[src/rtl/weight_fetch_unit.sv]
// Weight fetch stage: reads packed weight words round by round and presents each unpacked vector until consumed.
// Optional build macro WEIGHT_ZERO_SKIP_EN: all-zero words are skipped in WAIT instead of being presented.
module weight_fetch_unit #(
    parameter int N_ROWS_ARRAY        = 4,
    parameter int F_WIDTH             = 8,
    parameter int WEIGHT_ADDR_WIDTH   = 6,
    parameter int COUNTER_ROUND_WIDTH = 3
) (
    input  logic                                clk_i,
    input  logic                                rd_weight_rst,
    input  logic                                start_i,
    input  logic [COUNTER_ROUND_WIDTH:0]        n_round_weight_i,
    input  logic [WEIGHT_ADDR_WIDTH-1:0]        words_per_round_i,
    output logic                                mem_rd_o,
    output logic [WEIGHT_ADDR_WIDTH-1:0]        mem_addr_o,
    input  logic [F_WIDTH*N_ROWS_ARRAY-1:0]     mem_data_i,
    input  logic                                rd_weight_ld_i,
    output logic                                weight_valid_o,
    output logic signed [F_WIDTH-1:0]           f_weight_o [0:N_ROWS_ARRAY-1],
    output logic [COUNTER_ROUND_WIDTH:0]        round_o,
    output logic                                end_round_o,
    output logic                                end_weight_o,
    output logic                                busy_o
);

    localparam int RW = COUNTER_ROUND_WIDTH + 1;
    localparam int AW = WEIGHT_ADDR_WIDTH;

    typedef enum logic [2:0] {
        IDLE  = 3'd0,
        FETCH = 3'd1,
        WAIT  = 3'd2,
        HOLD  = 3'd3,
        DONE  = 3'd4
    } state_t;

    state_t          state_q, state_d;
    logic [RW-1:0]   nr_q, nr_d;
    logic [RW-1:0]   round_q, round_d;
    logic [AW-1:0]   wpr_q, wpr_d;
    logic [AW-1:0]   addr_q, addr_d;
    logic [AW-1:0]   word_q, word_d;
    logic            end_round_q, end_round_d;
    logic            end_weight_q;
    logic            weight_valid_q;
    logic            busy_q;
    logic            capture;
    logic            advance;
    logic            word_last;
    logic            round_last;

    assign word_last  = (word_q + 1'b1) == wpr_q;
    assign round_last = (round_q + 1'b1) == nr_q;

    // Next-state and counter logic; "advance" is the common word-retire path
    // shared by a consumed word and (optionally) a skipped zero word.
    always_comb begin
        state_d     = state_q;
        nr_d        = nr_q;
        wpr_d       = wpr_q;
        addr_d      = addr_q;
        word_d      = word_q;
        round_d     = round_q;
        end_round_d = 1'b0;
        capture     = 1'b0;
        advance     = 1'b0;

        case (state_q)
            IDLE, DONE: begin
                if (start_i) begin
                    nr_d    = n_round_weight_i;
                    wpr_d   = words_per_round_i;
                    addr_d  = '0;
                    word_d  = '0;
                    round_d = '0;
                    if ((n_round_weight_i == '0) || (words_per_round_i == '0)) begin
                        state_d = DONE;
                    end else begin
                        state_d = FETCH;
                    end
                end
            end
            FETCH: begin
                state_d = WAIT;
            end
            WAIT: begin
`ifdef WEIGHT_ZERO_SKIP_EN
                if (mem_data_i == '0) begin
                    advance = 1'b1;
                end else begin
                    capture = 1'b1;
                    state_d = HOLD;
                end
`else
                capture = 1'b1;
                state_d = HOLD;
`endif
            end
            HOLD: begin
                if (rd_weight_ld_i) begin
                    advance = 1'b1;
                end
            end
            default: begin
                state_d = IDLE;
            end
        endcase

        if (advance) begin
            addr_d = addr_q + 1'b1;
            if (word_last) begin
                word_d      = '0;
                round_d     = round_q + 1'b1;
                end_round_d = 1'b1;
                state_d     = round_last ? DONE : FETCH;
            end else begin
                word_d  = word_q + 1'b1;
                state_d = FETCH;
            end
        end
    end

    always_ff @(posedge clk_i or posedge rd_weight_rst) begin
        if (rd_weight_rst) begin
            state_q        <= IDLE;
            nr_q           <= '0;
            wpr_q          <= '0;
            addr_q         <= '0;
            word_q         <= '0;
            round_q        <= '0;
            end_round_q    <= 1'b0;
            end_weight_q   <= 1'b0;
            weight_valid_q <= 1'b0;
            busy_q         <= 1'b0;
        end else begin
            state_q        <= state_d;
            nr_q           <= nr_d;
            wpr_q          <= wpr_d;
            addr_q         <= addr_d;
            word_q         <= word_d;
            round_q        <= round_d;
            end_round_q    <= end_round_d;
            end_weight_q   <= (state_d == DONE);
            weight_valid_q <= (state_d == HOLD);
            busy_q         <= (state_d == FETCH) || (state_d == WAIT) || (state_d == HOLD);
        end
    end

    // Lanes keep their value after transfer; only a WAIT capture updates them.
    genvar gi;
    generate
        for (gi = 0; gi < N_ROWS_ARRAY; gi++) begin : g_lane
            logic signed [F_WIDTH-1:0] lane_q;
            always_ff @(posedge clk_i or posedge rd_weight_rst) begin
                if (rd_weight_rst) begin
                    lane_q <= '0;
                end else if (capture) begin
                    lane_q <= mem_data_i[gi*F_WIDTH +: F_WIDTH];
                end
            end
            assign f_weight_o[gi] = lane_q;
        end
    endgenerate

    assign mem_rd_o       = (state_q == FETCH);
    assign mem_addr_o     = (state_q == FETCH) ? addr_q : '0;
    assign weight_valid_o = weight_valid_q;
    assign round_o        = round_q;
    assign end_round_o    = end_round_q;
    assign end_weight_o   = end_weight_q;
    assign busy_o         = busy_q;

endmodule

[config.mk]
export PLATFORM = sky130hd
export DESIGN_NAME = weight_fetch_unit
export DESIGN_NICKNAME = d
export VERILOG_FILES = /design/src/rtl/weight_fetch_unit.sv
export SDC_FILE = /design/constraint.sdc
export NUM_CORES = 1
export LEC_CHECK = 0
export ABC_CLOCK_PERIOD_IN_PS = 2570
export BUFFER_PORTS_ARGS = -buffer_cell sky130_fd_sc_hd__clkbuf_2
export CORE_ASPECT_RATIO = 1.4
export CORE_MARGIN = 5
export CORE_UTILIZATION = 50
export CTS_BUF_LIST = sky130_fd_sc_hd__clkbuf_16
export DETAILED_ROUTE_END_ITERATION = 10
export HOLD_SLACK_MARGIN = 0.12
export PLACE_DENSITY_LB_ADDON = 0.15
export SLEW_MARGIN = 20
export SYNTH_ARGS = -nofsm -noshare
export SYNTH_HDL_FRONTEND = slang
export SYNTH_SLANG_ARGS = --single-unit
export TNS_END_PERCENT = 50
[constraint.sdc]
create_clock -name clk_i -period 2.57 [get_ports clk_i]
set_input_delay 0.6425 -clock clk_i [delete_from_list [all_inputs] [get_ports clk_i]]
set_output_delay 0.6425 -clock clk_i [all_outputs]
set_load 0.005 [all_outputs]
# After elaboration in Yosys (flattened, before gate mapping)
# Cells that the tools add are included.
[totals] out_inout_bits=47 register_bits=65 in_bits=46 elab_cells=59
[op_classes] n_reduce_logical=11 muxes=21 n_eq_ne=10 n_addsub=3
[op_table] operator="$mux 6" count=6
[op_table] operator="$mux 4" count=4
[op_table] operator="$mux 3" count=5
[op_table] operator="$add 6x1->6 const B" count=2
[op_table] operator="$eq 3x2->1 const B" count=4
[op_table] operator="$pmux 3 s4" count=1
[op_table] operator="$eq 3x1->1 const B" count=2
[op_table] operator="$eq 3x3->1 const B" count=2
[op_table] operator="$eq 6x6->1" count=1
[op_table] operator="$logic_not 6->1" count=1
[op_table] operator="$mux 1" count=5
[op_table] operator="$add 4x1->4 const B" count=1
[op_table] operator="$eq 4x4->1" count=1
[op_table] operator="$logic_not 4->1" count=1
[op_table] operator="$reduce_and 2->1" count=2
[op_table] operator="$reduce_bool 2->1" count=2
[op_table] operator="$logic_not 3->1" count=1
[op_table] operator="$logic_or 1x1->1" count=3
[op_table] operator="$reduce_or 2->1" count=1

# Logic depth before layout (Yosys ltp)
# Gate-level depths: netlist of run 1.
[depth] word_depth=9 depth_mapped=6

# Worst setup path before layout of run 1
# Ideal clock, no wire load.
[synth_timing] path_type="flip-flop to flip-flop" startpoint="register word_q[0]" endpoint="register round_q[2], in the netlist round_o[2]" path_stages_with_launch=7 setup_slack_ns=0.800 synth_period_minus_slack_ns=1.770 arrival_time_ns=1.691 t_required_ns=2.491 cell_sequence="dfrtp_1 ha_1 xor2_1 o211ai_1 mux2i_2 nor4b_2 mux2i_1"
[synth_via] elab_chain_len=4
[synth_lines] item="from (decl)" line_no="42" source="logic [AW-1:0] word_q, word_d;"
[synth_lines] item="from (signal assigned)" line_no="140" source="word_q <= word_d;"
[synth_lines] item="$add 6x1->6" line_no="52" source="assign word_last = (word_q + 1'b1) == wpr_q;"
[synth_lines] item="$eq 6x6->1" line_no="52"
[synth_lines] item="$mux 4" line_no="111" source="if (word_last) begin"
[synth_lines] item="$mux 4" line_no="109" source="if (advance) begin"
[synth_lines] item="named net round_d[2]" line_no="39" source="logic [RW-1:0] round_q, round_d;"
[synth_lines] item="to (signal assigned)" line_no="141" source="round_q <= round_d;"
[synth_lines] item="to (decl)" line_no="39"
# The timed path passes the listed nets, and every way through them passes these cells.
# A chain may end at the register's enable or synchronous reset.

# Worst setup path after layout of run 1
# Same ends and word-level chain as after synthesis.

==> reports/qor.csv, run 1 <==
stage,metric,value,unit
status,outcome,completed,
cts,Clock transition at path regs,60,ps
placed_design,dpl cells,390,
timing,fmax,490.6,MHz
floorplan,Ports,93,
floorplan,starting density of the core,0.5202,
yosys,"Seq/Total Area, Yosys",0.5618,
route,ANT nets after route,0,
critical_path,CP cell instances,"ha_1, xor2_1, o211ai_1, mux2i_2, nor4b_2, mux2i_1",
cts,Post-CTS Resized,0,
global_routing,global route overflow,0,
cts,total CTS buffers,9,
yosys,Seq cells post-synth,65,
hold_path,Hold WC Path Type,in -> async,
timing,period utilization,0.7932,
floorplan,Die W,74.31,microns
layout,Area growth syn-to-layout,30.21,%
placed_design,I/O Buffers,92,
power_and_ir_drop,static leakage,1.829,nW
cts,Post-CTS Setup Inserts,0,
global_routing,vias in the first global route,2190,
yosys,share of the synthesized area in the top cell type,0.5618,
layout,"most common cell after layout, fill and taps aside",clkbuf_2,
route,Initial DRC Count,95,
power_and_ir_drop,PwrDens,1240,nW/um^2
layout,share of layout cells above drive strength 1,0.4704,
critical_path,class of the most critical setup path,reg -> reg,
layout,Inserted Diodes,0,
critical_path,worst-path fanout max,8,
timing,Tightest Pin Transition,664.3,ps
placed_design,RD Place Congestion,0.8658,
critical_path,CP max stage delay,430,ps
critical_path,worst reg2reg path depth,6,
route,post-DR vias/cell,5.251,
timing,final setup vio count,0,
global_routing,initial antenna violation count,0,
timing,final setup skew,8.016,ps
cts,CTS root buffer,clkbuf_16,
floorplan,Die Ht,100.0,microns
floorplan,full die area,7434,sq um
route,WL/cell,14.95,microns
layout,final non-filler cell total,406,
cts,Clock Latency Late Sink,330,ps
timing,Final Hold Vio Count,0,
global_routing,global-route wire length before repair,10060,microns
global_routing,met1 Use GR,0.2097,
cts,clk sinks,65,
yosys,Cell variety after synth,37,
route,remaining routing DRC violations,0,
yosys,Syn Inst Count,231,
yosys,mapped cell area,2895,sq um
cts,htree depth,3,
floorplan,Core ar.,5565,sq um
global_routing,met3 Usage GRT,0.05010,
global_routing,largest net degree at the start of global routing,66,
timing,Max Slew Vio Count,0,
critical_path,critical path's slowest cell,dfrtp_1,
critical_path,RR Startpoint,word_q[0]$_DFFE_PP0P_,
global_routing,gr usage total,0.1755,
critical_path,worst flop-to-flop path endpoint,round_o[2]$_DFF_PP0_,
route,final wirelength,6071,microns
global_routing,met2 usage in global routing,0.2944,
floorplan,Rows,32,
yosys,"area leader, netlist",dfrtp_1,
timing,Rel. slew slack,0.5561,
layout,# nets final,382,
yosys,top post-synthesis cells by area,"dfrtp_1, mux2_2, nand2_1",
yosys,Syn Nets,280,
critical_path,crit path launch type,flip-flop,
cts,CTS tree,yes,
critical_path,CP arrival,2280,ps
cts,hold buffer count at cts,0,
yosys,syn avg cell area,12.53,sq um
timing,Final min period,2039,ps
yosys,number of synthesis warnings,0,
route,via count,2132,
cts,Clock Path Buffers,2,
global_routing,GRT busiest layer,met2,
timing,RSZ-0062 raised after global routing,false,
layout,most frequent cells in the layout,"clkbuf_2, dfrtp_1, mux2_2, nand2_1",
timing,Final TNS setup,0,ps
placed_design,Detailed Place HPWL,4443,microns
critical_path,Critical Path End Type,flip-flop,
route,drt pass-1 iters,4,
power_and_ir_drop,worst vdd ir,765.1,uV
critical_path,CP Data Required Time,2810,ps
critical_path,reg2reg setup slack,530,ps
flow_run,max_cap viols,0,
==> power by group <==
part           switching (W)  total, W  internal, W
sequential          0.000315   0.00179      0.00147
combinational       0.000761   0.00164     0.000876
clock               0.000410   0.00125     0.000838
==> area by class of cell <==
class                   count  area (sq um)
clock inverters             7         86.33
inverters                   3         11.26
flip-flops and latches     65          1627
well taps                  68         85.08
clock buffers               9         225.2
multi-input cells         159          1240
fillers                   442          1795
repair buffers             95         495.5
==> kinds of logic (layout without fill, tap and decap cells) <==
kind of cell | after synthesis | after routing | synth area share
AO/OA/AOI/OAI | 26 | 26 | 0.05402
flip-flops | 65 | 65 | 0.5618
XOR/XNOR | 14 | 14 | 0.04495
AND/OR/NAND/NOR | 67 | 67 | 0.1266
multiplexers | 49 | 49 | 0.1888
buffers and inverters | 7 | 114 | 0.01080
adder cells (fa/ha/maj) | 3 | 3 | 0.01297
==> per-stage QoR <==
| stage | utilization | worst slack, ps | power, W | hold slack [ps] | instance area (sq um) |
|---|---|---|---|---|---|
| 2_1_floorplan | - | 301.0 | 0.002846 | 436.7 | 2895 |
| 3_3_place_gp | 0.6214 | 629.4 | 0.003404 | 450.6 | 3458 |
| 3_5_place_dp | 0.6214 | 570.2 | 0.003460 | 459.2 | 3458 |
| 4_1_cts | 0.6774 | 513.7 | 0.004738 | 381.1 | 3770 |
| 5_1_grt | 0.6774 | 375.6 | 0.005007 | 406.2 | 3770 |
| 6_report | 0.6774 | 531.5 | 0.004673 | 374.2 | 3770 |
==> worst max-delay path, delay by kind of cell, from the launching register on <==
family	cells	cell delay [ps]
compound gates	1	200
xor+xnor	1	160
fa+ha+maj	1	300
flops	1	430
mux	2	460
simple gates	1	400
==> layer usage <==
layer / vias to the layer above / wire length [microns]
met5: - / 0
met4: 0 / 112
met3: 11 / 507
met2: 83 / 3023
met1: 1005 / 2428
li1: 1033 / -
==> Yosys cell counts <==
master	instances
nor4_1	3
xnor2_1	6
dfrtp_1	65
nand4bb_1	1
ha_1	3
o211ai_1	3
nor3_1	3
nor4b_2	1
nor2_2	1
nand3b_1	2
a21oi_1	6
inv_1	3
buf_2	4
nand4_1	3
nor3b_1	1
mux2_2	42
and2_1	6
xor2_1	7
nand2b_1	1
o21ai_0	9
and4_1	1
xnor2_2	1
o21bai_1	1
mux2i_2	1
o21ai_1	1
o31ai_1	1
a31oi_1	1
nor4_2	1
nor3_4	1
nor2_1	10
mux2i_1	6
nor2b_1	1
and3_1	4
a22o_1	3
nand3_1	6
nand2_1	21
o22ai_1	1
==> worst max path at each step <==
stage,startpoint,end
after floorplan,rd_weight_rst,addr_q[0]$_DFFE_PP0P_
after global placement,rd_weight_ld_i,round_o[0]$_DFF_PP0_
after detailed placement,word_q[0]$_DFFE_PP0P_,word_q[4]$_DFFE_PP0P_
after CTS,state_q[0]$_DFF_PP0_,mem_addr_o[3]
after global routing,word_q[0]$_DFFE_PP0P_,word_q[4]$_DFFE_PP0P_
final,word_q[0]$_DFFE_PP0P_,round_o[2]$_DFF_PP0_
==> flip-flops by register name (all words and copies together) (netlist names) <==
name and flops:
state_q 3, busy_o 1, word_q 6, addr_q 6, g_lane.lane_q 32, end_round_o 1, end_weight_o 1, round_o 4
weight_valid_o 1, wpr_q 6, nr_q 4
Note: power is estimated with default switching activity, not from simulation.
==> run 2: changes to the inputs <==
Settings changed: ABC_CLOCK_PERIOD_IN_PS 2570 to 1700, CORE_UTILIZATION 50 to 46.
Clock period 2.57 ns to 1.7 ns, I/O delays scaled along.
==> reports/qor.csv, run 2 (same netlist as run 1, synthesis figures left out) <==
stage,metric,value,unit,change
hold_path,Hold WC Path Type,in -> async,,
critical_path,crit path launch type,flip-flop,,
floorplan,Core ar.,6168,sq um,+11%
critical_path,CP max stage delay,430,ps,about the same
critical_path,CP Data Required Time,1950,ps,-860 ps
route,WL/cell,15.16,microns,+1.4%
status,failing checks,negative setup slack,,
critical_path,worst flop-to-flop path endpoint,round_o[0]$_DFF_PP0_,,
timing,final setup skew,5.021,ps,-2.994 ps
layout,Top reg by flops,g_lane.lane_q,,
global_routing,initial antenna violation count,0,,unchanged
layout,Multi-input gate area,1320,sq um,+6.5%
timing,RSZ-0062 raised after global routing,true,,
route,Initial DRC Count,124,,+31%
global_routing,gr usage total,0.1770,,+0.001477
timing,hold_ws,181.4,ps,-192.9 ps
layout,Area growth syn-to-layout,41.10,%,
critical_path,class of the most critical setup path,reg -> reg,,
route,via count,2285,,+7.2%
layout,Largest register FFs,32,,unchanged
cts,Clock Path Buffers,2,,unchanged
global_routing,vias in the first global route,2420,,+11%
cts,Clock transition at path regs,50,ps,about the same
route,remaining routing DRC violations,0,,unchanged
critical_path,CP arrival,2110,ps,-170 ps
cts,CTS root buffer,clkbuf_16,,
layout,most frequent cells in the layout,"clkbuf_2, dfrtp_1, mux2_2, buf_4, nand2_1",,
floorplan,Die Ht,103.9,microns,+3.8%
floorplan,Ports,93,,unchanged
critical_path,"Buf+Inv Stages, Crit Path",0,,unchanged
cts,clk sinks,65,,unchanged
layout,sequential cell area,1627,sq um,unchanged
layout,Final Util,0.6623,,-0.01511
critical_path,critical path's slowest cell,dfrtp_1,,
critical_path,"delay-heaviest family, CP",flip-flops,,
route,ANT nets after route,0,,unchanged
placed_design,Detailed Place HPWL,4876,microns,+9.7%
critical_path,CP cell instances,"ha_4, xor2_1, o211ai_1, mux2i_4, nor3_4, mux2i_1",,
route,final wirelength,6638,microns,+9.3%
timing,period utilization,1.094,,+0.3009
layout,share of layout cells above drive strength 1,0.5410,,+0.07057
layout,"most common cell after layout, fill and taps aside",clkbuf_2,,
critical_path,worst reg2reg path depth,6,,unchanged
critical_path,RR Startpoint,word_q[0]$_DFFE_PP0P_,,
floorplan,Die W,77.05,microns,+3.7%
floorplan,starting density of the core,0.4694,,-0.05086
layout,Inserted Diodes,0,,unchanged
placed_design,I/O Buffers,92,,unchanged
flow_run,max_cap viols,0,,unchanged
placed_design,RD Place Congestion,0.7651,,-12%
timing,Tightest Pin Transition,433.4,ps,-230.9 ps
timing,Rel. slew slack,0.7049,,+0.1488
floorplan,full die area,8003,sq um,+7.7%
power_and_ir_drop,worst vdd ir,913.5,uV,+19%
route,post-DR vias/cell,5.217,,-0.65%
cts,total CTS buffers,9,,unchanged
cts,htree depth,3,,unchanged
power_and_ir_drop,overall power,0.007555,W,+62%
critical_path,Critical Path End Type,flip-flop,,
cts,hold buffer count at cts,0,,unchanged
global_routing,largest net degree at the start of global routing,66,,unchanged
critical_path,reg2reg setup slack,-160,ps,-690 ps
critical_path,worst-path fanout max,8,,unchanged
timing,Final TNS setup,-1642,ps,-1642 ps
route,drt pass-1 iters,4,,unchanged
floorplan,Rows,34,,+6.3%
cts,Clock Latency Late Sink,320,ps,about the same
global_routing,global-route wire length before repair,11370,microns,+13%
power_and_ir_drop,PwrDens,1849,nW/um^2,+49%
timing,Final Hold Vio Count,0,,unchanged
power_and_ir_drop,static leakage,1.981,nW,+8.3%
timing,final setup vio count,19,,+19
timing,worst setup margin,-160.0,ps,-691.5 ps
status,outcome,"complete, but fails checks",,
timing,Final min period,1860,ps,-178.5 ps
timing,Max Slew Vio Count,0,,unchanged
cts,CTS tree,yes,,
global_routing,global route overflow,0,,unchanged
timing,fmax,537.6,MHz,+9.6%
layout,# nets final,410,,+7.3%
layout,fill count,476,,+7.7%
-- run 2: cell types whose count changed in the layout (fill, tap and decap cells not counted), sizes merged --
cell / before / now
buf: 3 / 33
clkbuf: 101 / 99
clkinvlp: 0 / 2
bufinv: 2 / 1
clkinv: 4 / 3
-- run 2: worst max-delay path by stage --
stage,from,end,slack (ps),depth (start not counted)
floorplan,word_q[0]$_DFFE_PP0P_,round_o[2]$_DFF_PP0_,-70,6
CTS,word_q[1]$_DFFE_PP0P_,round_o[0]$_DFF_PP0_,-170,6
global route,word_q[0]$_DFFE_PP0P_,round_o[0]$_DFF_PP0_,-280,6
finish,word_q[0]$_DFFE_PP0P_,round_o[0]$_DFF_PP0_,-160,6
global placement,word_q[0]$_DFFE_PP0P_,word_q[4]$_DFFE_PP0P_,-140,6
detailed placement,word_q[1]$_DFFE_PP0P_,word_q[4]$_DFFE_PP0P_,-220,6
-- run 2: report_power, final --
group,switching (W),internal [W],total (W)
clock,0.000624,0.00112,0.00174
sequential,0.000432,0.00223,0.00266
combinational,0.00141,0.00174,0.00315
total,0.00247,0.00509,0.00756
-- run 2: layout make-up --
type	instances	share of cell area
multi-input combinational	159	0.3231
tap	72	0.02205
clock inverter	7	0.01562
timing repair buffer	123	0.1822
clock buffer	9	0.05513
sequential	65	0.3982
inverter	3	0.003675
-- run 2: timing repair --
item                       in CTS  in global routing
pin swaps                       9                 14
setup endpoints to repair      22                 23
gates resized for setup         5                 15
setup buffers                   4                  3
-- run 2: through the flow --
step | area (sq um) | std cells | setup slack (ps)
finish | 4085 | 438 | -160.0
global route | 4085 | 438 | -279.9
CTS | 3993 | 435 | -166.7
detailed placement | 3657 | 416 | -218.7
global placement | 3657 | 416 | -142.7
floorplan | 2899 | 231 | -70.20
-- run 2: worst reg2reg max path: stages (launching register included) --
cell and delay, ps:
dfrtp_1 430, ha_4 190, xor2_1 140, o211ai_1 270
mux2i_4 200, nor3_4 340, mux2i_1 220
-- run 2: per-layer routing --
metal / track usage / part of all wire / up-vias
met5: 0 / 0 / -
met4: 0.1057 / 0.027 / 0
met3: 0.04766 / 0.076 / 16
met2: 0.2868 / 0.51 / 89
met1: 0.2073 / 0.39 / 1092
li1: - / - / 1088
==> run 3: changes to the inputs <==
Settings changed: ABC_CLOCK_PERIOD_IN_PS 1700 to 1500.
Clock period 1.7 ns to 1.5 ns, I/O delays scaled along.
==> reports/qor.csv, run 3 (same netlist as run 1, synthesis figures left out) <==
stage,metric,value,unit,change
timing,fmax,528.6,MHz,-1.7%
global_routing,global route overflow,0,,unchanged
layout,final non-filler cell total,437,,-0.23%
placed_design,dpl cells,414,,-0.48%
cts,Clock transition at path regs,50,ps,about the same
global_routing,largest net degree at the start of global routing,66,,unchanged
critical_path,Crit path top cell by count,buf_4,,
power_and_ir_drop,PwrDens,2061,nW/um^2,+11%
cts,Clock Path Buffers,2,,unchanged
placed_design,RD Place Congestion,0.7583,,-0.89%
layout,share of layout cells above drive strength 1,0.5644,,+0.02340
status,outcome,"complete, but fails checks",,
layout,Largest register FFs,32,,unchanged
timing,RSZ-0062 raised after global routing,true,,
timing,Tightest Pin Transition,488.0,ps,+54.55 ps
route,ANT nets after route,0,,unchanged
critical_path,CP cell instances,"buf_4, and4_4, and3_1, o211ai_1, buf_4, nor2_4, o31ai_2",,
floorplan,Ports,93,,unchanged
floorplan,Die Ht,103.9,microns,unchanged
floorplan,Core ar.,6168,sq um,unchanged
global_routing,gr usage total,0.1685,,-0.008537
route,post-DR vias/cell,5.183,,-0.65%
critical_path,CP arrival,2120,ps,about the same
global_routing,global-route wire length before repair,10860,microns,-4.5%
floorplan,Rows,34,,unchanged
layout,fill count,481,,+1.1%
status,failing checks,negative setup slack,,
route,drt pass-1 iters,4,,unchanged
floorplan,starting density of the core,0.4694,,unchanged
flow_run,max_cap viols,0,,unchanged
cts,total CTS buffers,9,,unchanged
route,Initial DRC Count,70,,-44%
layout,most frequent cells in the layout,"clkbuf_2, dfrtp_1, mux2_2, buf_4, nand2_1",,
cts,Clock Latency Late Sink,320,ps,about the same
cts,htree depth,3,,unchanged
layout,Multi-input gate area,1344,sq um,+1.8%
placed_design,pre-CTS setup slack,-392.5,ps,-173.8 ps
route,via count,2265,,-0.88%
layout,"most common cell after layout, fill and taps aside",clkbuf_2,,
layout,cell area after layout,4125,sq um,+0.98%
placed_design,I/O Buffers,92,,unchanged
power_and_ir_drop,static leakage,1.972,nW,-0.47%
timing,final setup skew,5.102,ps,+0.08030 ps
cts,clk sinks,65,,unchanged
timing,period utilization,1.261,,+0.1670
timing,Final Hold Vio Count,0,,unchanged
critical_path,CP max stage delay,420,ps,about the same
timing,Max Slew Vio Count,0,,unchanged
timing,hold_ws,138.9,ps,-42.47 ps
layout,# nets final,411,,+0.24%
cts,hold buffer count at cts,0,,unchanged
cts,CTS tree,yes,,
timing,Rel. slew slack,0.6733,,-0.03162
timing,Final TNS setup,-5673,ps,-4031 ps
critical_path,critical path's slowest cell,o211ai_1,,
cts,CTS root buffer,clkbuf_16,,
critical_path,"delay-heaviest family, CP",compound AO/OA/AOI/OAI gates,,
critical_path,Critical Path End Type,flip-flop,,
hold_path,Hold WC Path Type,in -> async,,
floorplan,full die area,8003,sq um,unchanged
timing,worst setup margin,-391.7,ps,-231.7 ps
critical_path,worst-path fanout max,5,,-3
layout,Top reg by flops,g_lane.lane_q,,
critical_path,"Buf+Inv Stages, Crit Path",2,,+2
route,WL/cell,15.09,microns,-0.45%
power_and_ir_drop,worst vdd ir,1075,uV,+18%
placed_design,Detailed Place HPWL,4731,microns,-3.0%
placed_design,Area after DPL,3642,sq um,-0.41%
route,final wirelength,6593,microns,-0.68%
floorplan,Die W,77.05,microns,unchanged
global_routing,vias in the first global route,2302,,-4.9%
timing,Final min period,1892,ps,+31.66 ps
critical_path,crit path launch type,flip-flop,,
layout,Inserted Diodes,0,,unchanged
route,remaining routing DRC violations,0,,unchanged
global_routing,initial antenna violation count,0,,unchanged
layout,sequential cell area,1629,sq um,+0.15%
critical_path,CP Data Required Time,1730,ps,-220 ps
timing,final setup vio count,22,,+3
layout,Area growth syn-to-layout,42.48,%,
critical_path,class of the most critical setup path,reg -> reg,,
-- run 3: changes by cell type in the layout (fill, tap and decap cells not counted), sizes merged --
cell and delta:
buf +6, clkbuf -5, inv -2, bufinv -1, clkinv +1
-- run 3: through the flow --
| step | util | total power, W |
|---|---|---|
| after floorplan | - | 0.004877 |
| after global placement | 0.5905 | 0.006098 |
| after detailed placement | 0.5905 | 0.006203 |
| after CTS | 0.6438 | 0.008215 |
| after global routing | 0.6688 | 0.009085 |
| final | 0.6688 | 0.008503 |
-- run 3: final timing paths --
path | start | end | slack, ps | depth (start not counted)
setup / recovery | word_q[1]$_DFFE_PP0P_ | word_q[3]$_DFFE_PP0P_ | -390 | 7
hold / removal | rd_weight_rst | addr_q[0]$_DFFE_PP0P_ | 140 | 3
setup reg to reg | word_q[1]$_DFFE_PP0P_ | word_q[3]$_DFFE_PP0P_ | -390 | 7
hold reg to reg | addr_q[5]$_DFFE_PP0P_ | addr_q[5]$_DFFE_PP0P_ | 480 | 1
max in group asynchronous | rd_weight_rst | state_q[1]$_DFF_PP0_ | 1080 | 3
min in group clk_i | mem_data_i[10] | g_lane[1].lane_q[2]$_DFFE_PP0N_ | 280 | 2
-- run 3: metal layers --
metal  GRT usage  share of wire  vias to the layer above
met5           0              0                        -
met2      0.2831           0.51                       81
met4     0.07002          0.029                        0
met3     0.05199          0.072                       16
met1      0.1975           0.39                     1088
li1            -              -                     1080
-- run 3: where the power goes --
group / internal (W) / switching [W]
clock network: 0.00108 / 0.000693
logic: 0.00206 / 0.00161
registers: 0.00253 / 0.000536
total: 0.00567 / 0.00284
-- run 3: repair_timing --
item	4_1_cts	5_1_grt
buffers inserted	4	5
setup endpoints to repair	23	56
resized for setup	13	30
pin swaps	13	11
-- run 3: cell type report --
type	count	share of cell area
Sequential cell	65	0.3949
Multi-Input combinational cell	159	0.3258
Timing Repair Buffer	124	0.1932
Clock buffer	9	0.05460
Tap cell	72	0.02184
Clock inverter	5	0.006066
Inverter	3	0.003640
-- run 3: worst min-delay path, cell delays in order --
cell        delay, ps
clkbuf_2          100
clkinvlp_4         80
buf_12            310
